--- config.mk ---
export PLATFORM = sky130hd
export DESIGN_NAME = acc_alu_param
export DESIGN_NICKNAME = d
export VERILOG_FILES = /design/src/rtl/alu_pkg.sv /design/src/rtl/alu_mul_seq.sv /design/src/rtl/acc_alu_param.sv
export SDC_FILE = /design/constraint.sdc
export NUM_CORES = 1
export LEC_CHECK = 0
export CORE_ASPECT_RATIO = 1.2
export CORE_MARGIN = 2
export CORE_UTILIZATION = 55
export DETAILED_ROUTE_END_ITERATION = 8
export HOLD_SLACK_MARGIN = 0.02
export PLACE_DENSITY_LB_ADDON = 0.15
export RECOVER_POWER = 50
export SYNTH_ARGS = -nofsm -noshare
export SYNTH_HDL_FRONTEND = slang
export SYNTH_SLANG_ARGS = --single-unit
--- constraint.sdc ---
create_clock -name clk -period 7.2 [get_ports clk]
set_input_delay 1.8 -clock clk [delete_from_list [all_inputs] [get_ports clk]]
set_output_delay 1.8 -clock clk [all_outputs]
set_load 0.01 [all_outputs]
--- src/rtl/alu_pkg.sv ---
// Shared definitions for the parametrised accumulator ALU: opcode encodings,
// control state encoding and opcode legality check.
package alu_pkg;

   localparam logic [3:0] OP_NOP  = 4'b0000;
   localparam logic [3:0] OP_CLR  = 4'b0001;
   localparam logic [3:0] OP_LOAD = 4'b0010;
   localparam logic [3:0] OP_ADD  = 4'b0100;
   localparam logic [3:0] OP_SUB  = 4'b0101;
   localparam logic [3:0] OP_MUL  = 4'b0110;
   localparam logic [3:0] OP_SHL  = 4'b0111;
   localparam logic [3:0] OP_AND  = 4'b1000;
   localparam logic [3:0] OP_OR   = 4'b1001;
   localparam logic [3:0] OP_XOR  = 4'b1010;
   localparam logic [3:0] OP_NAND = 4'b1011;
   localparam logic [3:0] OP_NOR  = 4'b1100;
   localparam logic [3:0] OP_NOT  = 4'b1101;

   typedef enum logic {
      ST_IDLE = 1'b0,
      ST_MUL  = 1'b1
   } state_t;

   // Opcodes 0011, 1110 and 1111 are unassigned.
   function automatic logic is_legal(input logic [3:0] op);
      logic ok;
      case (op)
         OP_NOP, OP_CLR, OP_LOAD, OP_ADD, OP_SUB, OP_MUL, OP_SHL,
         OP_AND, OP_OR, OP_XOR, OP_NAND, OP_NOR, OP_NOT: ok = 1'b1;
         default: ok = 1'b0;
      endcase
      return ok;
   endfunction

endpackage

--- src/rtl/alu_mul_seq.sv ---
// Sequential shift-add unsigned multiplier. start latches x and y; one
// partial product is accumulated per clock. done is asserted combinationally
// during the cycle whose closing edge performs the WIDTH-th iteration, with
// prod_lo / prod_hi_nz already reflecting the complete product.
module alu_mul_seq #(
   parameter int WIDTH = 16
) (
   input  logic             clk,
   input  logic             rst_n,
   input  logic             start,
   input  logic [WIDTH-1:0] x,
   input  logic [WIDTH-1:0] y,
   output logic             done,
   output logic [WIDTH-1:0] prod_lo,
   output logic             prod_hi_nz
);

   localparam int              CW   = (WIDTH > 1) ? $clog2(WIDTH) : 1;
   localparam logic [CW-1:0]   LAST = CW'(WIDTH - 1);

   logic                 r_busy;
   logic [CW-1:0]        r_cnt;
   logic [2*WIDTH-1:0]   r_mcand;
   logic [WIDTH-1:0]     r_mplier;
   logic [2*WIDTH-1:0]   r_prod;
   logic [2*WIDTH-1:0]   w_prod_nxt;

   // Partial sum including the current multiplier bit; final product on the last iteration.
   assign w_prod_nxt = r_prod + (r_mplier[0] ? r_mcand : {(2*WIDTH){1'b0}});
   assign done       = r_busy & (r_cnt == LAST);
   assign prod_lo    = w_prod_nxt[WIDTH-1:0];
   assign prod_hi_nz = |w_prod_nxt[2*WIDTH-1:WIDTH];

   // Iteration registers: load on start, shift/accumulate while busy.
   always_ff @(posedge clk) begin
      if (!rst_n) begin
         r_busy   <= 1'b0;
         r_cnt    <= {CW{1'b0}};
         r_mcand  <= {(2*WIDTH){1'b0}};
         r_mplier <= {WIDTH{1'b0}};
         r_prod   <= {(2*WIDTH){1'b0}};
      end else if (start) begin
         r_busy   <= 1'b1;
         r_cnt    <= {CW{1'b0}};
         r_mcand  <= {{WIDTH{1'b0}}, x};
         r_mplier <= y;
         r_prod   <= {(2*WIDTH){1'b0}};
      end else if (r_busy) begin
         r_prod   <= w_prod_nxt;
         r_mcand  <= {r_mcand[2*WIDTH-2:0], 1'b0};
         r_mplier <= {1'b0, r_mplier[WIDTH-1:1]};
         r_cnt    <= r_cnt + CW'(1);
         r_busy   <= (r_cnt != LAST);
      end else begin
         r_busy   <= 1'b0;
      end
   end

endmodule

--- src/rtl/acc_alu_param.sv ---
// Parametrised accumulator ALU: valid/ready operand intake, opcode decode,
// single-cycle datapath, multi-cycle MUL sequencing, flags and accumulator.
module acc_alu_param
   import alu_pkg::*;
#(
   parameter int WIDTH = 16,
   parameter int SHW   = $clog2(WIDTH)
) (
   input  logic             clk,
   input  logic             rst_n,
   input  logic             in_valid,
   output logic             in_ready,
   input  logic [3:0]       opcode,
   input  logic [WIDTH-1:0] a,
   output logic             out_valid,
   output logic [WIDTH-1:0] result,
   output logic             carry,
   output logic             ovf,
   output logic             zero,
   output logic             err
);

   // Wide enough to hold every bit the largest shift amount can push out.
   localparam int SW = WIDTH + (1 << SHW);

   state_t            r_state, w_state_nxt;
   logic [WIDTH-1:0]  r_acc, w_acc_nxt;
   logic              r_carry, w_carry_nxt;
   logic              r_ovf, w_ovf_nxt;
   logic              r_err, w_err_nxt;
   logic              r_zero;
   logic              r_out_valid, w_fire;

   logic              w_accept;
   logic              w_mul_start;
   logic              w_mul_done;
   logic [WIDTH-1:0]  w_mul_lo;
   logic              w_mul_hi_nz;
   logic [WIDTH:0]    w_sum;
   logic [WIDTH-1:0]  w_diff;
   logic              w_borrow;
   logic              w_add_ovf;
   logic              w_sub_ovf;
   logic [SW-1:0]     w_shl;

   assign in_ready    = (r_state == ST_IDLE);
   assign w_accept    = in_valid & in_ready;
   assign w_mul_start = w_accept & (opcode == OP_MUL);

   assign w_sum     = {1'b0, r_acc} + {1'b0, a};
   assign w_diff    = r_acc - a;
   assign w_borrow  = (r_acc < a);
   assign w_add_ovf = (r_acc[WIDTH-1] == a[WIDTH-1]) & (w_sum[WIDTH-1] != r_acc[WIDTH-1]);
   assign w_sub_ovf = (r_acc[WIDTH-1] != a[WIDTH-1]) & (w_diff[WIDTH-1] != r_acc[WIDTH-1]);
   assign w_shl     = {{(SW-WIDTH){1'b0}}, r_acc} << a[SHW-1:0];

   alu_mul_seq #(.WIDTH(WIDTH)) u_mul (
      .clk        (clk),
      .rst_n      (rst_n),
      .start      (w_mul_start),
      .x          (r_acc),
      .y          (a),
      .done       (w_mul_done),
      .prod_lo    (w_mul_lo),
      .prod_hi_nz (w_mul_hi_nz)
   );

   // Next-state, next accumulator/flags and result-pulse decode.
   always_comb begin
      w_state_nxt = r_state;
      w_acc_nxt   = r_acc;
      w_carry_nxt = r_carry;
      w_ovf_nxt   = r_ovf;
      w_err_nxt   = r_err;
      w_fire      = 1'b0;
      case (r_state)
         ST_IDLE: begin
            if (w_accept) begin
               w_fire = 1'b1;
               if (!is_legal(opcode)) begin
                  w_err_nxt = 1'b1;
               end else begin
                  case (opcode)
                     OP_NOP:  w_acc_nxt = r_acc;
                     OP_CLR: begin
                        w_acc_nxt   = {WIDTH{1'b0}};
                        w_carry_nxt = 1'b0;
                        w_ovf_nxt   = 1'b0;
                        w_err_nxt   = 1'b0;
                     end
                     OP_LOAD: w_acc_nxt = a;
                     OP_ADD: begin
                        w_acc_nxt   = w_sum[WIDTH-1:0];
                        w_carry_nxt = w_sum[WIDTH];
                        w_ovf_nxt   = w_add_ovf;
                        w_err_nxt   = r_err | w_sum[WIDTH] | w_add_ovf;
                     end
                     OP_SUB: begin
                        w_acc_nxt   = w_diff;
                        w_carry_nxt = w_borrow;
                        w_ovf_nxt   = w_sub_ovf;
                        w_err_nxt   = r_err | w_borrow | w_sub_ovf;
                     end
                     OP_MUL: begin
                        // Result is written when the multiplier finishes.
                        w_fire      = 1'b0;
                        w_state_nxt = ST_MUL;
                     end
                     OP_SHL: begin
                        w_acc_nxt   = w_shl[WIDTH-1:0];
                        w_carry_nxt = |w_shl[SW-1:WIDTH];
                        w_err_nxt   = r_err | (|w_shl[SW-1:WIDTH]);
                     end
                     OP_AND:  w_acc_nxt = r_acc & a;
                     OP_OR:   w_acc_nxt = r_acc | a;
                     OP_XOR:  w_acc_nxt = r_acc ^ a;
                     OP_NAND: w_acc_nxt = ~(r_acc & a);
                     OP_NOR:  w_acc_nxt = ~(r_acc | a);
                     OP_NOT:  w_acc_nxt = ~r_acc;
                     default: w_err_nxt = 1'b1;
                  endcase
               end
            end else begin
               w_fire = 1'b0;
            end
         end
         ST_MUL: begin
            if (w_mul_done) begin
               w_acc_nxt   = w_mul_lo;
               w_carry_nxt = w_mul_hi_nz;
               w_err_nxt   = r_err | w_mul_hi_nz;
               w_fire      = 1'b1;
               w_state_nxt = ST_IDLE;
            end else begin
               w_state_nxt = ST_MUL;
            end
         end
         default: w_state_nxt = ST_IDLE;
      endcase
   end

   // Control state, accumulator, flags and output pulse registers.
   always_ff @(posedge clk) begin
      if (!rst_n) begin
         r_state     <= ST_IDLE;
         r_acc       <= {WIDTH{1'b0}};
         r_carry     <= 1'b0;
         r_ovf       <= 1'b0;
         r_err       <= 1'b0;
         r_zero      <= 1'b1;
         r_out_valid <= 1'b0;
      end else begin
         r_state     <= w_state_nxt;
         r_acc       <= w_acc_nxt;
         r_carry     <= w_carry_nxt;
         r_ovf       <= w_ovf_nxt;
         r_err       <= w_err_nxt;
         r_zero      <= (w_acc_nxt == {WIDTH{1'b0}});
         r_out_valid <= w_fire;
      end
   end

   assign result    = r_acc;
   assign carry     = r_carry;
   assign ovf       = r_ovf;
   assign zero      = r_zero;
   assign err       = r_err;
   assign out_valid = r_out_valid;

endmodule

==> results of run 1 <==
[registers in the layout, summed over array words and instances (netlist names)]
register / count
carry: 1
err: 1
out_valid: 1
ovf: 1
r_state: 1
result: 16
u_mul.r_busy: 1
u_mul.r_cnt: 4
u_mul.r_mcand: 32
u_mul.r_mplier: 16
u_mul.r_prod: 32
zero: 1
[worst reg2reg max path, stage by stage (launching register included)]
cell	delay [ps]
dfxtp_1	1070
and2_1	260
ha_1	250
nand4_1	200
or2_0	260
nand4b_1	280
a21o_1	290
and2_1	220
o31ai_1	460
xor2_1	160
or4_1	600
nor4_1	340
o21ai_1	90
[per-layer routing]
layer / share of wire (%) / routed length, um / vias to the layer above / GRT usage [%]
li1: - / - / 5024 / -
met1: 41 / 14600 / 4982 / 44.7
met2: 47 / 17000 / 424 / 58.6
met3: 6.5 / 2330 / 110 / 4.84
met4: 5.2 / 1850 / 2 / 18.3
met5: 0.039 / 14 / - / 0
[cells by family (layout without fill, tap and decap cells)]
group                    after synthesis  count (layout)  share of synthesized area [%]
flip-flops                           107             107                           20.3
buffers and inverters                158             143                           6.19
multiplexers                         105             105                           10.5
adder cells (fa/ha/maj)               87              87                           10.5
AO/OA/AOI/OAI                        425             425                           28.2
AND/OR/NAND/NOR                      463             463                           21.1
XOR/XNOR                              37              37                           3.07
[stage by stage]
stage	util (%)	hold slack, ps	area, um2
global route	60.3	526	11400
CTS	60.3	472	11400
global placement	58.6	457	11100
finish	60.3	472	11400
floorplan	-	449	10500
detailed placement	58.6	459	11100
[final timing paths]
kind,from,end,slack (ps),cells after the start
worst max-delay path,opcode[3],zero,1270,12
worst min-delay path,u_mul.r_prod[18],u_mul.r_prod[18],470,2
worst max register to register,u_mul.r_mplier[0],err,2600,12
worst min register to register,u_mul.r_prod[18],u_mul.r_prod[18],470,2
[power groups by stage]
stage	logic, mW	registers [mW]	clock network, mW
after floorplan	0.336	0.649	0
after global placement	0.489	0.668	0
after detailed placement	0.485	0.668	0
after CTS	0.488	0.654	0.536
after global routing	0.536	0.657	0.552
final	0.495	0.655	0.528
[final cells by class]
cell class	instances	area, um2	share of cell area (%)
multi-input cells	1117	7750	68.2
flip-flops and latches	107	2150	18.9
repair buffers	66	598	5.26
well taps	256	320	2.82
inverters	61	229	2.01
clock buffers	9	225	1.98
clock inverters	7	90.1	0.793
[cells in the mapped netlist (all sizes together), types with 17 or more instances]
cell type	n	area share, %
nor3	33	1.7
a211oi	62	4.4
a21oi	101	4.9
inv	59	2.1
a31oi	17	1.0
o21ai	67	3.2
ha	84	10
dfxtp	107	20
nor2	186	6.6
and2	48	2.8
xor2	18	1.5
a221oi	18	1.5
a21o	21	1.5
mux2i	96	9.1
clkbuf	55	2.0
nand2	79	2.8
xnor2	19	1.6
nand3	24	1.1
buf	42	2.1
==> summary.md, run 1 <==
| Metric | Value |
|---|---|
| Critical Path Fanout Max | 12 |
| WL final | 35,800 um |
| Crit-path max cell delay | 860 ps |
| GPL Wtd Cong | 1.02 |
| Port-buffer cells | 44 |
| Fmax | 0.169 GHz |
| Setup Buffers After CTS | 0 |
| Power Dens Cells | 148 mW/mm2 |
| Number of global-route vias before repair | 9,892 |
| Internal power | 1.05 mW |
| ANT cells | 0 |
| Slew HR | -23.0% |
| Dpl cells | 1,607 |
| Die Wd | 130 um |
| Area Overhead vs Synth | 7.77% |
| Final Slew Violations | 53 |
| Crit-path slowest cell | dlygate4sd3_1 |
| Initial DRC Count | 833 |
| RSZ-0062 raised after global routing | false |
| Share of total power in sequential cells | 39.0% |
| Sequential fraction of the synthesis area | between 20 and 25% |
| Core ar. | 0.0189 mm2 |
| Fin worst setup slack | 1270 ps |
| Count of final hold-check violations | 0 |
| Clk root buf | clkbuf_16 |
| Commonest non-fill, non-tap cells in the layout | nor2_1 (186), dfxtp_1 (106), a21oi_1 (100), mux2i_1 (96), ha_1 (84) |
| Hold Buf Count CTS | 0 |
| Resized cells post-CTS | 0 |
| Htree depth | 3 |
| Status | finished with violations |
| Final setup viols | 0 |
| Share of layout cells above drive strength 1 | 5.19% |
| Switching Fraction | 37.6% |
| Netlist Area Pre-Place | 0.0105 mm2 |
| Max VDD drop | 0.107 mV |
| Tcrit/Tclk final | 82.4% |
| Via count | 10,500 |
| Syn Nets | 1,492 |
| Largest net degree at the start of global routing | 68 |
| Worst slew pin tran | 1840 ps |
| Post-route minimum period | 5930 ps |
| Max-cap violations | 1 |
| Failing checks | max-capacitance violations, max-slew violations |
| Yosys warning total | 0 |
| # fillers | 1,761 |
| CP Buf/Inv Count | 2 |
| Yosys reg bits | 107 |
| Clock sink total | 107 |
| CP Cell Sequence | dlygate4sd3_1 -> clkbuf_1 -> or2_0 -> o32ai_1 -> nor2_1 -> o311ai_1 -> a211o_1 -> a21oi_1 -> a311oi_1 -> a2111oi_0 -> nand4b_1 -> o41ai_2 |
| Critical Path End Type | flop |
| Full die area | 0.0203 mm2 |
| First-pass GRT wire length | ~56,000 um |
| Post-synth cell types | 91 |
| Initial core utilization | 55.9% |
| Post-DR wirelength/cell | 22.1 um |
| CP Class | in -> reg |
| Total power | 1.68 mW |
| Hold Crit Class | reg -> reg |
| Vias/cell | 6.50 |
| Main flop type after synthesis | dfxtp_1 |
| Post-Route Skew | 12.9 ps |
| Non-Filler Instances | 1,623 |
| Pre-CTS setup slack | 1130 ps |
| CTS tree | built |
| Residual DRC | 0 |
| Critical Path Source Type | input pin |
| Static leakage | 4.56 nW |
| Aggregate global routing overflow | 0 |
| Commonest non-fill, non-tap cell in the layout | nor2_1 |
| Post-synth EDFFs | 0 |
| Worst-skew pair later-pin latency | 370 ps |
| Total negative slack | 0 ps |
| Clock power share | 31.5% |
| Rows | between 50 and 60 |
| Num CTS Buffers | 9 |
| Ys async rst share | 0% |
| Syn Area/Cell | around 7.6 um2 |
| Gr usage total | roughly 35% |
| Drt pass-1 iters | 6 |
| WP data required | 7470 ps |
| Switching pwr | between 600 and 700 uW |
| Routed Antenna Nets | 0 |
| Antenna violations before repair | 1 |
| I/O pins | 45 |
| Layout net count | 1,472 |
| CP delay by family, top | compound AO/OA/AOI/OAI gates |
| Die Y-Extent | 156 um |
| Mapped Cells | 1,382 |
| HPWL Detailed | between 20,000 and 30,000 um |
| CTS clk-pin slew, worst paths | approximately 80 ps |
| Combinational share of power | 29.5% |
| Clk buf depth | 2 |
| WP data arrival | 6200 ps |
Note: power is estimated with default switching activity, not from simulation.
==> inputs of run 2 (changes only) <==
==> constraint.sdc (replaced) <==
create_clock -name clk -period 5.2 [get_ports clk]
set_input_delay 1.3 -clock clk [delete_from_list [all_inputs] [get_ports clk]]
set_output_delay 1.3 -clock clk [all_outputs]
set_load 0.01 [all_outputs]
==> summary.md, run 2 (synthesized netlist as in run 1, its figures left out) <==
| Metric | Value |
|---|---|
| Final setup viols | 0 (unchanged) |
| Via count | 10,800 (+2.1%) |
| Placed inst area | 0.0115 mm2 (+4.1%) |
| CP Cell Sequence | clkdlybuf4s50_1 -> buf_4 -> inv_1 -> ha_1 -> nor2b_1 -> mux2i_1 -> o32ai_1 -> a211oi_1 -> buf_4 -> a211o_1 -> nand4_1 -> a2111oi_1 -> buf_4 -> nand4b_1 -> o41ai_2 |
| WP depth | 15 (+3) |
| Tcrit/Tclk final | a little over nine tenths |
| Antenna violations before repair | 1 (unchanged) |
| Rows | 55 (unchanged) |
| FF-to-FF End | zero |
| Hold Buf Count CTS | 0 (unchanged) |
| Slew HR | -47.2% (-24 points) |
| Post-route minimum period | between 4000 and 5000 ps |
| CTS tree | built |
| CP Class | in -> reg |
| Reg2Reg Depth | 13 (+1) |
| Initial core utilization | 55.9% (unchanged) |
| Critical Path Source Type | input pin |
| Num CTS Buffers | 9 (unchanged) |
| Top Registers | u_mul.r_mcand: 32 flops, u_mul.r_prod: 32 flops |
| Non-Filler Instances | 1,673 (+3.1%) |
| Full die area | 0.0203 mm2 (unchanged) |
| Post-Route Skew | 10.2 ps (-2.73 ps) |
| Commonest non-fill, non-tap cells in the layout | nor2_1 (186), dfxtp_1 (106), a21oi_1 (100), mux2i_1 (96), ha_1 (84) |
| Share of layout cells above drive strength 1 | 8.40% (+3.2 points) |
| Worst r2r src | result[4] |
| CP Buf/Inv Count | 5 (+3) |
| HPWL Detailed | 28,300 um (+5.9%) |
| GR Util met2 | 60.5% (+1.9 points) |
| Aggregate global routing overflow | 0 (unchanged) |
| Die Wd | 130 um (unchanged) |
| Gr usage total | 36.6% (+1.2 points) |
| Commonest non-fill, non-tap cell in the layout | nor2_1 |
| GRT busiest layer | met2 |
| Residual DRC | 0 (unchanged) |
| Routed Antenna Nets | 0 (unchanged) |
| Dpl cells | 1,657 (+3.1%) |
| Fin util | 62.5% (+2.2 points) |
| Vias/cell | 6.44 (-0.92%) |
| GPL Wtd Cong | 1.03 (+0.40%) |
| Power Dens Cells | 199 mW/mm2 (+35%) |
| Clk buf depth | 2 (unchanged) |
| Total negative slack | 0 ps (unchanged) |
| Worst Setup SP | a[0] |
| Worst-skew pair later-pin latency | 360 ps (about the same) |
| Core ar. | 0.0189 mm2 (unchanged) |
| # fillers | 1,785 (+1.4%) |
| Largest net degree at the start of global routing | 52 (-24%) |
| Die Y-Extent | 156 um (unchanged) |
| Area Overhead vs Synth | 11.7% |
| Number of global-route vias before repair | 10,300 (+4.5%) |
| RSZ-0062 raised after global routing | false |
| First-pass GRT wire length | 57,400 um (+3.1%) |
| Setup Buffers After CTS | 0 (unchanged) |
| CP delay by family, top | compound AO/OA/AOI/OAI gates |
| Failing checks | max-capacitance violations, max-slew violations |
| Clk root buf | clkbuf_16 |
| Finished layout cell area | 0.0118 mm2 (+3.7%) |
| WL final | 37,000 um (+3.4%) |
| Worst slew pin tran | 2210 ps (+368 ps) |
| Critical Path Fanout Max | 24 (+12) |
| Crit-path slowest cell | clkdlybuf4s50_1 |
| Count of final hold-check violations | 0 (unchanged) |
| Most frequent CP cell | buf_4 |
| Crit-path max cell delay | 550 ps (-310 ps) |
| I/O pins | 45 (unchanged) |
| CTS clk-pin slew, worst paths | 80 ps (about the same) |
| Status | finished with violations |
| Hold Crit Class | reg -> reg |
| Crit path to | zero |
| Max-cap violations | 1 (unchanged) |
| Drt pass-1 iters | 7 (+1) |
| Critical Path End Type | flop |
| Final Slew Violations | 52 (-1.9%) |
| Port-buffer cells | 44 (unchanged) |
| Max VDD drop | 0.143 mV (+35%) |
| WP data required | 5460 ps (-2010 ps) |
| WP data arrival | 5210 ps (-990 ps) |
| Static leakage | 4.82 nW (+5.8%) |
| Met3 GRT Util | 6.04% (+1.2 points) |
| Htree depth | 3 (unchanged) |
| Resized cells post-CTS | 0 (unchanged) |
| Fmax | between 0.2 and 0.25 GHz |
| Layout net count | 1,522 (+3.4%) |
| ANT cells | 0 (unchanged) |
| Post-DR wirelength/cell | 22.1 um (+0.34%) |
| Met1 Resource Use GR | 45.1% (+0.40 points) |
| Clock sink total | 107 (unchanged) |
| Setup slack, reg-to-reg | 1000 ps (-1600 ps) |
| Initial DRC Count | 785 (-5.8%) |
==> run 2: worst min path at each step <==
stage                                start          endpoint  slack, ps  cells past startpoint
after floorplan           u_mul.r_prod[18]  u_mul.r_prod[18]        450                      2
after global placement    u_mul.r_prod[18]  u_mul.r_prod[18]        460                      2
after detailed placement  u_mul.r_prod[18]  u_mul.r_prod[18]        470                      2
after CTS                 u_mul.r_prod[18]  u_mul.r_prod[18]        480                      2
after global routing      u_mul.r_prod[18]  u_mul.r_prod[18]        510                      2
final                     u_mul.r_prod[18]  u_mul.r_prod[18]        480                      2
==> run 2: area by class of cell <==
type,instances,area [um2],share of cell area (%)
clock buffer,10,229,1.94
clock inverter,6,57.6,0.488
inverter,61,229,1.94
multi-input combinational,1117,7760,65.8
sequential,107,2150,18.2
tap,256,320,2.72
timing repair buffer,116,1040,8.87
==> run 2: stage by stage <==
stage | hold WS, ps | total power, mW | worst slack [ps]
6_report | 477 | 2.34 | 254
5_1_grt | 507 | 2.44 | 100
4_1_cts | 479 | 2.34 | 294
3_5_place_dp | 467 | 1.66 | -55.7
3_3_place_gp | 456 | 1.66 | -20.0
2_1_floorplan | 449 | 1.36 | 923
==> run 2: metal layers <==
| layer | up-vias | wire length [um] |
|---|---|---|
| li1 | 5135 | - |
| met5 | - | 0 |
| met2 | 438 | 17100 |
| met3 | 132 | 2450 |
| met1 | 5062 | 15200 |
| met4 | 0 | 2260 |
==> run 2: worst min-delay path, stage by stage, from the launching register on <==
cell and delay, ps:
dfxtp_1 320, nand2_1 60, a21oi_1 50
==> run 2: report_power, final <==
part	internal (mW)	total [mW]	switching [mW]
logic	0.306	0.749	0.443
registers	0.842	0.908	0.0661
clock network	0.337	0.684	0.347
total	1.48	2.34	0.856
